--- src/rtl/serial_add_ctrl_if.sv ---
// Operand/result bundle for the bit-serial adder sequencer.
// The master supplies the start request and operands; the slave returns status and result.
interface serial_add_ctrl_if #(
  parameter int WIDTH = 8
);
  logic             start;
  logic [WIDTH-1:0] a;
  logic [WIDTH-1:0] b;
  logic             cin;
  logic             busy;
  logic             done;
  logic [WIDTH-1:0] sum;
  logic             cout;
  logic             ovf;

  modport master (output start, a, b, cin, input busy, done, sum, cout, ovf);
  modport slave  (input start, a, b, cin, output busy, done, sum, cout, ovf);
endinterface

--- src/rtl/serial_add_ctrl.sv ---
// Bit-serial adder sequencer: one full-adder cell walks the operands LSB-first,
// one bit per clock, then publishes sum/cout/ovf alongside a one-cycle done pulse.
//
// state  | meaning
// IDLE   | waiting for start
// RUN    | adding one bit per clock, cnt = current bit index
// DONE   | result published this cycle; a new start is accepted here too
module serial_add_ctrl #(
  parameter int WIDTH = 8
) (
  input  logic              clk,
  input  logic              rst,
  serial_add_ctrl_if.slave  bus
);
  localparam int CW = $clog2(WIDTH) + 1;

  typedef enum logic [1:0] {
    S_IDLE = 2'd0,
    S_RUN  = 2'd1,
    S_DONE = 2'd2
  } state_t;

  state_t           state_q, state_d;
  logic [WIDTH-1:0] a_sh_q, a_sh_d;
  logic [WIDTH-1:0] b_sh_q, b_sh_d;
  logic [WIDTH-1:0] s_sh_q, s_sh_d;
  logic             carry_q, carry_d;
  logic [CW-1:0]    cnt_q, cnt_d;
  logic [WIDTH-1:0] sum_q, sum_d;
  logic             cout_q, cout_d;
  logic             ovf_q, ovf_d;

  logic fa_sum;
  logic fa_cout;

  // The single full-adder cell shared by every bit position.
  assign fa_sum  = a_sh_q[0] ^ b_sh_q[0] ^ carry_q;
  assign fa_cout = (a_sh_q[0] & b_sh_q[0]) | (carry_q & (a_sh_q[0] ^ b_sh_q[0]));

  always_comb begin
    state_d = state_q;
    a_sh_d  = a_sh_q;
    b_sh_d  = b_sh_q;
    s_sh_d  = s_sh_q;
    carry_d = carry_q;
    cnt_d   = cnt_q;
    sum_d   = sum_q;
    cout_d  = cout_q;
    ovf_d   = ovf_q;

    case (state_q)
      S_IDLE, S_DONE: begin
        if (bus.start) begin
          a_sh_d  = bus.a;
          b_sh_d  = bus.b;
          carry_d = bus.cin;
          cnt_d   = '0;
          state_d = S_RUN;
        end else begin
          state_d = S_IDLE;
        end
      end
      S_RUN: begin
        s_sh_d  = {fa_sum, s_sh_q[WIDTH-1:1]};
        carry_d = fa_cout;
        a_sh_d  = a_sh_q >> 1;
        b_sh_d  = b_sh_q >> 1;
        cnt_d   = cnt_q + 1'b1;
        // On the MSB, carry_q is the carry into the MSB.
        if (cnt_q == CW'(WIDTH - 1)) begin
          sum_d   = {fa_sum, s_sh_q[WIDTH-1:1]};
          cout_d  = fa_cout;
          ovf_d   = carry_q ^ fa_cout;
          state_d = S_DONE;
        end
      end
      default: state_d = S_IDLE;
    endcase
  end

  always_ff @(posedge clk) begin
    if (rst) begin
      state_q <= S_IDLE;
      a_sh_q  <= '0;
      b_sh_q  <= '0;
      s_sh_q  <= '0;
      carry_q <= 1'b0;
      cnt_q   <= '0;
      sum_q   <= '0;
      cout_q  <= 1'b0;
      ovf_q   <= 1'b0;
    end else begin
      state_q <= state_d;
      a_sh_q  <= a_sh_d;
      b_sh_q  <= b_sh_d;
      s_sh_q  <= s_sh_d;
      carry_q <= carry_d;
      cnt_q   <= cnt_d;
      sum_q   <= sum_d;
      cout_q  <= cout_d;
      ovf_q   <= ovf_d;
    end
  end

  assign bus.busy = (state_q == S_RUN);
  assign bus.done = (state_q == S_DONE);
  assign bus.sum  = sum_q;
  assign bus.cout = cout_q;
  assign bus.ovf  = ovf_q;
endmodule

--- src/flat_wrapper.sv ---
// flat-port wrapper written by rule: the top's interface ports become plain ports
module serial_add_ctrl_flat 
#(
  parameter int WIDTH = 8
)
  (clk, rst, bus_start, bus_a, bus_b, bus_cin, bus_busy, bus_done, bus_sum, bus_cout, bus_ovf);
  serial_add_ctrl_if #(.WIDTH(WIDTH)) bus_i ();
  input  logic clk;
  input  logic rst;
  input wire logic [$bits(bus_i.start)-1:0] bus_start;
  input wire logic [$bits(bus_i.a)-1:0] bus_a;
  input wire logic [$bits(bus_i.b)-1:0] bus_b;
  input wire logic [$bits(bus_i.cin)-1:0] bus_cin;
  output wire logic [$bits(bus_i.busy)-1:0] bus_busy;
  output wire logic [$bits(bus_i.done)-1:0] bus_done;
  output wire logic [$bits(bus_i.sum)-1:0] bus_sum;
  output wire logic [$bits(bus_i.cout)-1:0] bus_cout;
  output wire logic [$bits(bus_i.ovf)-1:0] bus_ovf;
  assign bus_i.start = bus_start;
  assign bus_i.a = bus_a;
  assign bus_i.b = bus_b;
  assign bus_i.cin = bus_cin;
  assign bus_busy = bus_i.busy;
  assign bus_done = bus_i.done;
  assign bus_sum = bus_i.sum;
  assign bus_cout = bus_i.cout;
  assign bus_ovf = bus_i.ovf;
  serial_add_ctrl #(.WIDTH(WIDTH)) u_core (.clk(clk), .rst(rst), .bus(bus_i));
endmodule
--- config.mk ---
export PLATFORM = sky130hd
export DESIGN_NAME = serial_add_ctrl_flat
export DESIGN_NICKNAME = d
export VERILOG_FILES = /design/src/rtl/serial_add_ctrl_if.sv /design/src/rtl/serial_add_ctrl.sv /design/src/flat_wrapper.sv
export SDC_FILE = /design/constraint.sdc
export NUM_CORES = 1
export LEC_CHECK = 0
export ABC_AREA = 1
export CAP_MARGIN = 5
export CORE_ASPECT_RATIO = 0.8
export CORE_UTILIZATION = 35
export DETAILED_ROUTE_END_ITERATION = 6
export DONT_BUFFER_PORTS = 1
export SYNTH_ARGS = -nofsm -noshare
export SYNTH_HDL_FRONTEND = slang
export SYNTH_SLANG_ARGS = --single-unit
--- constraint.sdc ---
create_clock -name clk -period 1.5 [get_ports clk]
set_clock_uncertainty 0.15 [all_clocks]
set_input_delay 0.15 -clock clk [delete_from_list [all_inputs] [get_ports clk]]
set_output_delay 0.15 -clock clk [all_outputs]
set_load 0.005 [all_outputs]
## Word-level counts from Yosys, hierarchy flattened

Cells that the tools add are included.

| storage, ports and cells | value |
|---|---|
| register bits after elaboration | 41 |

| operators by class | value |
|---|---|
| add/subtract/negate cells | 1 |
| equality and inequality tests | 5 |
| muxes and demuxes | 11 |
| bitwise logic cells | 6 |
| reduce and logical (&&, ||, !) cells | 5 |

Operators with widths:

| kind | count |
|---|---|
| 8-bit case mux with 2 select lines | 2 |
| 8-bit 2-to-1 mux | 2 |
| 4-bit case mux with 2 select lines | 1 |
| 4-bit by 1-bit adder with 4-bit output (second input constant) | 1 |
| 4-bit by 3-bit == test with 1-bit output (second input constant) | 1 |
| 4-bit 2-to-1 mux | 1 |
| 2-bit case mux with 2 select lines | 1 |
| 2-bit AND reduction | 2 |
| 1-bit bitwise XOR | 3 |
| 1-bit bitwise AND | 2 |
| 2-bit by 1-bit == test with 1-bit output (second input constant) | 1 |
| 2-bit == test (second input constant) | 1 |
| 2-bit zero test | 1 |
| 1-bit 2-to-1 mux | 2 |
| 2-bit 2-to-1 mux | 1 |
| 2-bit by 1-bit inequality test with 1-bit output (second input constant) | 1 |
| 2-bit inequality test (second input constant) | 1 |
| 1-bit case mux with 2 select lines | 1 |
| 2-bit nonzero test | 1 |
| 2-bit OR reduction | 1 |
| 1-bit bitwise OR | 1 |

## Longest topological paths before layout

| depth | value |
|---|---|
| word-level depth | 4 |
| depth in mapped cells | 7 |
| gate-level depth less buffers | 7 |

## Worst setup path after synthesis

OpenSTA, ideal clock, no wires.

| timing path | value |
|---|---|
| path kind | flip-flop to flip-flop |
| from | register u_core.carry_q |
| to | register u_core.ovf_q, in the netlist u_core.bus.ovf |
| setup time | 0.113 ns |
| arrival time | 1.079 ns |
| required time | 1.237 ns |
| path slack | 0.158 ns |
| stages on the path, launching flop included | 8 |
| buffers on the path | 0 |
| period minus slack after synthesis | 1.342 ns |
| cells stage by stage | dfxtp_1 fa_1 inv_1 nand2_1 nand2_1 nand3_1 nand2_1 nor2_1 |

| between the ends | value |
|---|---|
| cells in the longest elaborated chain, start to end | 3 |

Ends and longest elaborated chain:

| what | line | text |
|---|---|---|
| start: declaration | serial_add_ctrl.sv:27 | `logic carry_q, carry_d;` |
| start signal: assignment | serial_add_ctrl.sv:97 | `carry_q <= carry_d;` |
| 1-bit bitwise AND | serial_add_ctrl.sv:38 | `assign fa_cout = (a_sh_q[0] & b_sh_q[0]) \| (carry_q & (a_sh_q[0] ^ b_sh_q[0]));` |
| 1-bit bitwise OR | serial_add_ctrl.sv:38 |  |
| via u_core.fa_cout | serial_add_ctrl.sv:34 | `logic fa_cout;` |
| 1-bit bitwise XOR | serial_add_ctrl.sv:73 | `ovf_d = carry_q ^ fa_cout;` |
| end signal: assignment | serial_add_ctrl.sv:101 | `ovf_q <= ovf_d;` |
| end: declaration | serial_add_ctrl.sv:31 | `logic ovf_q, ovf_d;` |

The timed path passes the listed nets, and every way through them passes these cells.
A chain may end at the register's enable or synchronous reset.

## Final worst setup path

| timing path | value |
|---|---|
| from | register u_core.state_q[1] |
| to | output bus_done |

| between the ends | value |
|---|---|
| cells in the longest elaborated chain, start to end | 1 |

Ends and longest elaborated chain:

| what | line | text |
|---|---|---|
| start: declaration | serial_add_ctrl.sv:23 | `state_t state_q, state_d;` |
| start signal: assignment | serial_add_ctrl.sv:93 | `state_q <= state_d;` |
| 2-bit == test | serial_add_ctrl.sv:106 | `assign bus.done = (state_q == S_DONE);` |
| end: declaration | flat_wrapper.sv:15 | `output wire logic [$bits(bus_i.done)-1:0] bus_done;` |

No other way between the ends.

==> impl_results.md <==
- Worst VDD drop: 0.000407 V
- Max Slew Vio Count: 0
- CTS Buffer Depth: 2
- Setup tns final: 0 ns
- Met2 wire length: 1.59 mm
- Seq cells post-synth: 40
- Die H: 66.0 um
- Fmax: 721 MHz
- # clock sinks: 40
- Tightest Pin Transition: 0.365 ns
- Grt ovf: 0
- Setup crit start: u_core.state_q[1]$_SDFFE_PP0P_
- Flop2flop setup slack: 0.13 ns
- CP bufs+invs: 2
- Cell count after synthesis: 246
- Failing checks: negative hold slack
- Layout cells sized above 1: 13.5%
- Crit path depth: 3
- Area grow syn2layout: 13.3%
- PwrDens: 1120 nW/um2
- Crit-path cells: inv_2 -> buf_4 -> nor2_1
- Seq/Total Area, Yosys: 44.7%
- Vias in the first global route: 1347
- Count of cell types in the netlist: 23
- Tcrit/Tclk final: 92.5%
- FF-to-FF Start: u_core.cnt_q[0]$_SDFFE_PP0P_
- Core area: 4760 um2
- Smallest hold slack: -0.232 ns
- Antenna Nets Post-Route: 0
- Worst Path Required: 1.20 ns
- Status: complete, but fails checks
- Slew HR: 75.7%
- RSZ-0062 raised after global routing: no
- Reg2Reg Capture Point: u_core.bus.sum[3]$_SDFFE_PP0P_
- Io pins: 32
- Fin. Hold Viols: 28
- Die width: 82.0 um
- Slowest-stage cell, CP: dfxtp_1
- Worst Reg-to-Reg Cells: 7
- Via Count: 1511
- Syn. warnings: 0
- Filler cell count: 498
- Max Used Layer: met4
- Residual DRC count: 0
- WP data arrival: 1.09 ns
- DR pass1 iterations: 5
- Worst Setup Start Kind: flip-flop
- Dpl hpwl: 2.62 mm
- Critical Path End: bus_done
- Max-cap violations: 0
- GPL Wtd Cong: 0.774
- Rows: 22
- CP Max Fanout: 16
- Port-buffer cells: 0
- Routed WL: 3.88 mm
- Largest net degree at the start of global routing: 22
- Placed Area: 1850 um2
- Post-route design area: 2030 um2
- Antenna violations before repair: 0
- Metal-1 WL: 2.00 mm
- Final min period: 1.39 ns
- Antenna Diode Count: 0
- Worst-path clk slew: 0.08 ns
- Root buffer cell: clkbuf_8
- Setup violators final: 0
- Leak pwr: 0.862 nW
- Total CTS buffers: 5
- First-pass GRT wire length: 6.49 mm
- Kind of cell adding the most delay to the critical path: flip-flops
- Crit path kind: reg -> out
- GRT Overall Usage: 15.9%
- Mean post-synth cell area: 7.28 um2
- Crit end category: primary output
- Starting density of the core: 37.6%
- Clock Latency Late Sink: 0.29 ns
- CTS H-tree depth: 2
- Initial DRC count: 103
- Metal3 WL: 267 um
- Post-synthesis cell area: 1790 um2
- Syn Nets: 268
- CP peak stage delay: 0.41 ns
- Wire per inst: 12.4 um
- CTS tree: built
- Layout Nets: 273
- Vias/cell: 4.84
- DIE AREA: 5410 um2
- Hold Path Class: in -> reg
-- where the power goes --
group	internal (mW)	switching, mW
registers	1.12	0.0397
clock network	0.494	0.369
logic	0.106	0.143
-- final cells by class --
cell class / instances / area, um2 / share of cell area, %
Multi-Input combinational cell: 170 / 848 / 41.8
Sequential cell: 40 / 805 / 39.6
Timing Repair Buffer: 12 / 110 / 5.42
Inverter: 22 / 85.1 / 4.19
Tap cell: 60 / 75.1 / 3.70
Clock buffer: 6 / 72.6 / 3.57
Clock inverter: 2 / 35.0 / 1.73
-- layout by cell type, fill, tap and decap left out, types with 5 or more instances in the layout --
master,n
nand3_1,60
nand2_1,45
dfxtp_1,37
nor2_1,24
a21oi_1,21
inv_1,12
buf_4,9
clkinv_1,8
o21ai_1,7
clkbuf_8,5
-- routing by layer --
layer / vias up / GRT usage [%]
met5: - / 0
met4: 0 / 4.61
met3: 4 / 6.34
met2: 35 / 22.6
met1: 665 / 21.8
li1: 807 / -
-- metrics by stage --
stage	utilization, %	instances	setup slack [ns]	power (mW)	hold WS (ns)
detailed placement	38.8	299	0.0763	1.41	0.0763
CTS	41.1	307	0.0610	2.27	-0.248
global placement	38.8	299	0.0907	1.41	0.0749
floorplan	-	246	0.158	1.37	0.0857
global route	42.6	312	0.0261	2.38	-0.258
finish	42.6	312	0.112	2.27	-0.232
-- worst register-to-register path, cell delays in order (launching register included) --
cell	delay, ns
dfxtp_2	0.37
ha_4	0.15
nand2_2	0.07
nor2_4	0.17
nand2_4	0.12
nor2_4	0.17
nand2_1	0.07
nand2_1	0.05
-- kinds of logic after synthesis --
kind of cell,synth area share (%)
AO/OA/AOI/OAI,8.38
buffers and inverters,10.2
flip-flops,44.7
AND/OR/NAND/NOR,34.9
adder cells (fa/ha/maj),1.82
-- sequential cells by signal, summed over array words and instances (netlist names) --
| name | flops |
|---|---|
| u_core.a_sh_q | 8 |
| u_core.b_sh_q | 8 |
| u_core.bus.sum | 8 |
| u_core.s_sh_q | 7 |
| u_core.cnt_q | 4 |
| u_core.state_q | 2 |
| u_core.bus.cout | 1 |
| u_core.bus.ovf | 1 |
| u_core.carry_q | 1 |
-- worst min path at each step --
stage	from	end	slack, ns	depth (start not counted)
2_1_floorplan	rst	u_core.state_q[1]$_SDFFE_PP0P_	0.09	1
3_3_place_gp	rst	u_core.carry_q$_SDFFE_PP0P_	0.07	1
3_5_place_dp	rst	u_core.b_sh_q[0]$_SDFFE_PP0P_	0.08	1
4_1_cts	rst	u_core.state_q[0]$_SDFFE_PP0P_	-0.25	1
5_1_grt	rst	u_core.state_q[0]$_SDFFE_PP0P_	-0.26	1
6_report	rst	u_core.state_q[0]$_SDFFE_PP0P_	-0.23	1
-- synthesized netlist by cell type --
cell | count | area share, %
nand3_1 | 60 | 17
buf_2 | 9 | 2.5
o21ai_1 | 7 | 2.0
inv_1 | 12 | 2.5
buf_4 | 3 | 1.3
buf_6 | 2 | 1.3
clkbuf_1 | 2 | 0.42
dfxtp_1 | 40 | 45
fa_1 | 1 | 1.1
clkinv_1 | 8 | 1.7
a21oi_1 | 21 | 5.9
nor2_1 | 24 | 5.0
nand3b_1 | 1 | 0.42
nor2_4 | 1 | 0.63
nor2_8 | 1 | 1.1
ha_1 | 1 | 0.70
o21ai_0 | 2 | 0.56
nand2_2 | 1 | 0.35
inv_4 | 1 | 0.35
nor2_2 | 1 | 0.35
nand2_1 | 46 | 9.6
nand2_4 | 1 | 0.63
inv_2 | 1 | 0.21
-- timing repair --
item / in CTS / in global routing
gates resized for setup: 1 / 9
pin swaps: 0 / 3
gates cloned: 0 / 2
setup buffers: 0 / 3
hold endpoints to repair: 28 / 28
setup endpoints to repair: 1 / 12
Note: power is estimated with default switching activity, not from simulation.
